File: config.mk
export PLATFORM = sky130hd
export DESIGN_NAME = if_fetch_ctrl
export DESIGN_NICKNAME = d
export VERILOG_FILES = /design/src/rtl/if_fetch_ctrl.sv
export SDC_FILE = /design/constraint.sdc
export NUM_CORES = 1
export LEC_CHECK = 0
export BUFFER_PORTS_ARGS = -buffer_cell sky130_fd_sc_hd__buf_2
export CAP_MARGIN = 5
export CORE_MARGIN = 3
export CORE_UTILIZATION = 47
export DETAILED_ROUTE_END_ITERATION = 10
export PLACE_DENSITY = 0.73
export SETUP_SLACK_MARGIN = 0.3
export SLEW_MARGIN = 20
export SYNTH_ARGS = -nofsm -noshare
export SYNTH_HDL_FRONTEND = slang
export SYNTH_SLANG_ARGS = --single-unit
export TNS_END_PERCENT = 5
File: constraint.sdc
create_clock -name clk -period 5.5 [get_ports clk]
set_input_delay 1.1 -clock clk [delete_from_list [all_inputs] [get_ports clk]]
set_output_delay 1.1 -clock clk [all_outputs]
set_load 0.01 [all_outputs]
File: src/rtl/if_fetch_ctrl.sv
// if_fetch_ctrl: instruction-fetch front end between the PC register, an SRAM-like
// instruction memory and the decode stage.
//
// Keeps at most one memory request outstanding. Fetched instructions go into a 2-entry
// FIFO whose head is presented to decode. Misaligned PCs produce an address-error entry
// and no memory request. A redirect reloads the PC, flushes the FIFO and cancels any
// outstanding request, so the data it later returns is discarded.
//
// Ports
//   clk, rst_n          clock, synchronous active-low reset
//   pc                  current fetch PC
//   go_if, pc_in        PC register advance strobe and next PC
//   redirect_valid/_pc  branch/exception redirect pulse and target
//   inst_req/_addr      memory request and address
//   inst_addr_ok        request accepted this cycle
//   inst_data_ok/rdata  read data returned this cycle
//   ds_valid/ds_ready   decode handshake for the FIFO head
//   ds_inst/ds_pc/adel  head entry contents
module if_fetch_ctrl #(
    parameter logic [31:0] RESET_PC = 32'hBFC00000
) (
    input  logic        clk,
    input  logic        rst_n,
    input  logic [31:0] pc,
    output logic        go_if,
    output logic [31:0] pc_in,
    input  logic        redirect_valid,
    input  logic [31:0] redirect_pc,
    output logic        inst_req,
    output logic [31:0] inst_addr,
    input  logic        inst_addr_ok,
    input  logic        inst_data_ok,
    input  logic [31:0] inst_rdata,
    output logic        ds_valid,
    input  logic        ds_ready,
    output logic [31:0] ds_inst,
    output logic [31:0] ds_pc,
    output logic        ds_adel
);

    // StWaitCancel: request outstanding but its data must be dropped.
    typedef enum logic [1:0] {
        StIdle       = 2'd0,
        StWait       = 2'd1,
        StWaitCancel = 2'd2
    } state_e;

    state_e      r_state;
    state_e      w_state_next;

    logic [31:0] r_inst [2];
    logic [31:0] r_pc   [2];
    logic [1:0]  r_adel;
    logic        r_head;
    logic [1:0]  r_count;
    logic [31:0] r_resp_pc;

    logic        w_outstanding;
    logic        w_aligned;
    logic        w_has_space;
    logic        w_accept;
    logic        w_misalign_push;
    logic        w_data_push;
    logic        w_push;
    logic        w_pop;
    logic        w_wr_idx;
    logic [31:0] w_push_inst;
    logic [31:0] w_push_pc;
    logic        w_push_adel;

    always_comb begin
        w_outstanding   = (r_state != StIdle);
        w_aligned       = (pc[1:0] == 2'b00);
        w_has_space     = ((r_count + {1'b0, w_outstanding}) < 2'd2);

        inst_req        = rst_n && w_aligned && !w_outstanding && w_has_space;
        inst_addr       = pc;
        w_accept        = inst_req && inst_addr_ok;

        w_misalign_push = rst_n && !w_aligned && !w_outstanding && w_has_space;
        // Only an uncancelled request's data is kept; a same-cycle redirect also drops it.
        w_data_push     = (r_state == StWait) && inst_data_ok && !redirect_valid;
        w_push          = w_data_push || w_misalign_push;

        go_if           = rst_n && (redirect_valid || w_accept || w_misalign_push);
        pc_in           = redirect_valid ? redirect_pc : (pc + 32'd4);

        ds_valid        = rst_n && (r_count != 2'd0);
        w_pop           = ds_valid && ds_ready;

        // Tail slot; a push never happens with the FIFO full.
        w_wr_idx        = r_head ^ r_count[0];
        w_push_inst     = w_data_push ? inst_rdata : 32'h0;
        w_push_pc       = w_data_push ? r_resp_pc  : pc;
        w_push_adel     = !w_data_push;

        ds_inst         = r_inst[r_head];
        ds_pc           = r_pc[r_head];
        ds_adel         = r_adel[r_head];
    end

    always_comb begin
        w_state_next = r_state;
        case (r_state)
            StIdle: begin
                if (w_accept) begin
                    w_state_next = redirect_valid ? StWaitCancel : StWait;
                end
            end
            StWait: begin
                if (inst_data_ok) begin
                    w_state_next = StIdle;
                end else if (redirect_valid) begin
                    w_state_next = StWaitCancel;
                end
            end
            StWaitCancel: begin
                if (inst_data_ok) begin
                    w_state_next = StIdle;
                end
            end
            default: w_state_next = StIdle;
        endcase
    end

    always_ff @(posedge clk) begin
        if (!rst_n) begin
            r_state   <= StIdle;
            r_count   <= 2'd0;
            r_head    <= 1'b0;
            r_resp_pc <= RESET_PC;
        end else begin
            r_state <= w_state_next;
            if (w_accept) begin
                r_resp_pc <= pc;
            end
            if (redirect_valid) begin
                r_count <= 2'd0;
                r_head  <= 1'b0;
            end else begin
                r_count <= r_count + {1'b0, w_push} - {1'b0, w_pop};
                if (w_pop) begin
                    r_head <= ~r_head;
                end
            end
        end
    end

    // Payload storage needs no reset; validity comes from r_count.
    always_ff @(posedge clk) begin
        if (w_push) begin
            r_inst[w_wr_idx] <= w_push_inst;
            r_pc[w_wr_idx]   <= w_push_pc;
            r_adel[w_wr_idx] <= w_push_adel;
        end
    end

endmodule

==> metrics.md <==
| Metric | Value |
|---|---|
| 1st-iter DRT viols | 294 |
| Nets | roughly 940 |
| Synth area leaders | edfxtp_1 49%, mux2_2 14%, dfxtp_1 9.6%, nand2_1 4.1%, buf_4 3.0% |
| Max_cap viols | 0 |
| Die width | roughly 140 um |
| Outcome | finished, final reports clean |
| Fin util | 0.597 |
| Routability Congestion | ~0.82 |
| DRC viols | 0 |
| Synth Area per Inst | roughly 12 um^2 |
| H-tree levels | 4 |
| Worst setup path start | pc[4] |
| Worst path most repeated cell | buf_2 |
| Setup TNS | 0 ns |
| Cell count after synthesis | around 650 |
| Setup bufs post-CTS | 0 |
| Fin area | a little under 10000 um^2 |
| Drt total wl | about 19000 um |
| P per Cell Area | approximately 300 nW/um^2 |
| Ports | about 230 |
| Post-synthesis cell type count | 42 |
| Minimum clock period | roughly 4.1 ns |
| Clock Pin Slew Worst Setup and Hold Paths | around 0.06 ns |
| CP Capture Type | output pin |
| Arrival time worst endpoint | ~3.1 ns |
| Ratio of cells with drive above 1 in the final layout | 0.448 |
| DR pass1 iterations | 5 |
| Syn-to-layout area delta | 21.6% |
| Most used flip-flop cell after synthesis | edfxtp_1 |
| Slew Limit Fails | 0 |
| Peak supply drop | just under 0.2 mV |
| GRT overflow | 0 |
| Vias | about 5700 |
| Worst path max stage delay | approximately 0.58 ns |
| Root Driver | clkbuf_16 |
| Worst path cell trace | buf_2 > and4_1 > nand2_1 > or4_1 > a31oi_1 > buf_2 |
| Post-DP HPWL | 12600 um |
| Syn Std Cell Area | roughly 8000 um^2 |
| Chip Height | about 140 um |
| Diode count | 0 |
| # setup viols final | 0 |
| Tot Pwr | slightly below 0.003 W |
| Seq/Total Area, Yosys | 0.586 |
| Clk_skew | ~0.0095 ns |
| Leakage Power | roughly 3.8 nW |
| Initial antenna violation count | 0 |
| Buf+Inv Stages, Crit Path | 2 |
| Synth area leader | edfxtp_1 |
| DR WL/cell | 17.6 um |
| Pin count of the biggest net entering global routing | just under 70 |
| Clock sink total | 168 |
| Port Buffers | around 230 |
| Worst-Skew Late Latency | ~0.42 ns |
| Post-detailed-route count of antenna-violating nets | 0 |
| Crit path max-delay family | simple AND/OR/NAND/NOR gates |
| Yosys reg bits | about 170 |
| Non-Filler Instances | approximately 1100 |
| Setup crit start kind | primary input |
| Req. time, crit path | approximately 4.4 ns |
| Inst Count DP | 1030 |
| Setup CP Type | in2out |
| Crit Path Max Fanout | 12 |
| First-pass GRT wire length | roughly 29000 um |
| CTS tree | yes |
| Cell Area, Placed | between 9000 and 10000 um^2 |
| Die area | approximately 19000 um^2 |
| Synth top area share | 0.490 |
| Vias/cell | 5.38 |
| Total global-route track usage | 0.200 |
| Hold crit path type | reg2reg |
| RSZ-0062 raised after global routing | false |
| Max clock buf depth | 2 |
| Fin. Hold Viols | 0 |
| R2r startpoint | r_state[1] |
| Yosys warns | 0 |
| Fin crit share | 0.754 |
| Hold Startpoint | r_resp_pc[18] |
| FMAX | 241 MHz |
| Synth top cells by count | 130 x edfxtp_1, 99 x mux2_2, 88 x nand2_1 |
| Slew HR | 0.384 |
| Async S/R FF share, synth | 0 |
| EDFF count, synth | 130 |
| Initial Util | 0.491 |
| Slew @ Worst Pin | between 0.9 and 1 ns |
| Crit path max-delay cell type | or4_1 |
| Std cell rows | 46 |
| Hold_buf cts | 0 |
| Cell with the most instances after synthesis | edfxtp_1 |
| Vias in the first global route | ~5500 |
| Mapped Nets | between 700 and 800 |
| Core ar. | ~16000 um^2 |
| CTS resizes | 0 |
| CTS Buf Count | 17 |
==> final cells by class <==
class                      instances  area, um^2
tap                              216         270
sequential                       168        4670
multi-input combinational        403        2900
timing repair buffer             239        1240
fill                            1348        6550
inverter                           4        15.0
clock buffer                      20         457
clock inverter                    12         141
==> state kept, by name, indices dropped and copies added (netlist names), named ones only <==
signal,flops
r_adel,2
r_count,2
r_head,1
r_inst,64
r_pc,64
r_resp_pc,32
r_state,2
==> cell usage in the layout (no fill, tap or decap), types with 9 or more instances in the layout <==
cell / synthesis / final
xor2_1: 14 / 14
a31oi_1: 11 / 11
clkbuf_16: 0 / 17
buf_2: 6 / 233
and2_1: 38 / 38
o21ai_0: 18 / 18
or4_1: 9 / 9
a21boi_0: 19 / 19
nand3_1: 22 / 22
nor2_1: 17 / 16
dfxtp_1: 38 / 37
nand4_1: 11 / 11
edfxtp_1: 130 / 130
mux2_2: 99 / 99
nand2_1: 88 / 88
==> per-stage QoR <==
stage / hold WS, ns / setup WS [ns]
2_1_floorplan: 0.432 / 0.275
3_3_place_gp: 0.440 / 1.42
3_5_place_dp: 0.445 / 1.38
4_1_cts: 0.454 / 1.39
5_1_grt: 0.486 / 1.20
6_report: 0.455 / 1.35
==> layer usage <==
layer / track usage / up-vias / part of all wire
met2: 0.343 / 260 / 0.49
li1: - / 2708 / -
met1: 0.254 / 2727 / 0.42
met3: 0.0522 / 18 / 0.082
met5: 0 / - / 0
met4: 0.0476 / 0 / 0.0097
==> path summary, 6_finish.rpt <==
path | endpoint | slack, ns | cells past startpoint
max | pc_in[28] | 1.35 | 6
max reg2reg | r_pc[0][4] | 2.92 | 5
min | r_resp_pc[18] | 0.46 | 2
min reg2reg | r_resp_pc[18] | 0.46 | 2
==> power breakdown <==
group | total, W | switching [W] | internal, W
clock | 0.00118 | 0.000482 | 0.000701
sequential | 0.00143 | 0.0000141 | 0.00142
combinational | 0.000317 | 0.000181 | 0.000136
==> cell families after synthesis <==
family / Yosys count / synth area share
adders and majority gates: 2 / 0.00314
DFF: 168 / 0.586
buffers and inverters: 77 / 0.0542
AOI/OAI and AO/OA: 71 / 0.0605
and+or+nand+nor: 213 / 0.137
muxes: 99 / 0.140
xor gates and xnor gates: 18 / 0.0198
==> worst reg2reg max path, stage by stage (launching register included) <==
cell and delay, ns:
dfxtp_1 0.37, nor4b_2 0.50, and2_1 0.22, nor2_1 0.12, nor2_4 0.69, buf_12 0.33
No activity file was read; power rests on OpenSTA's default activity.
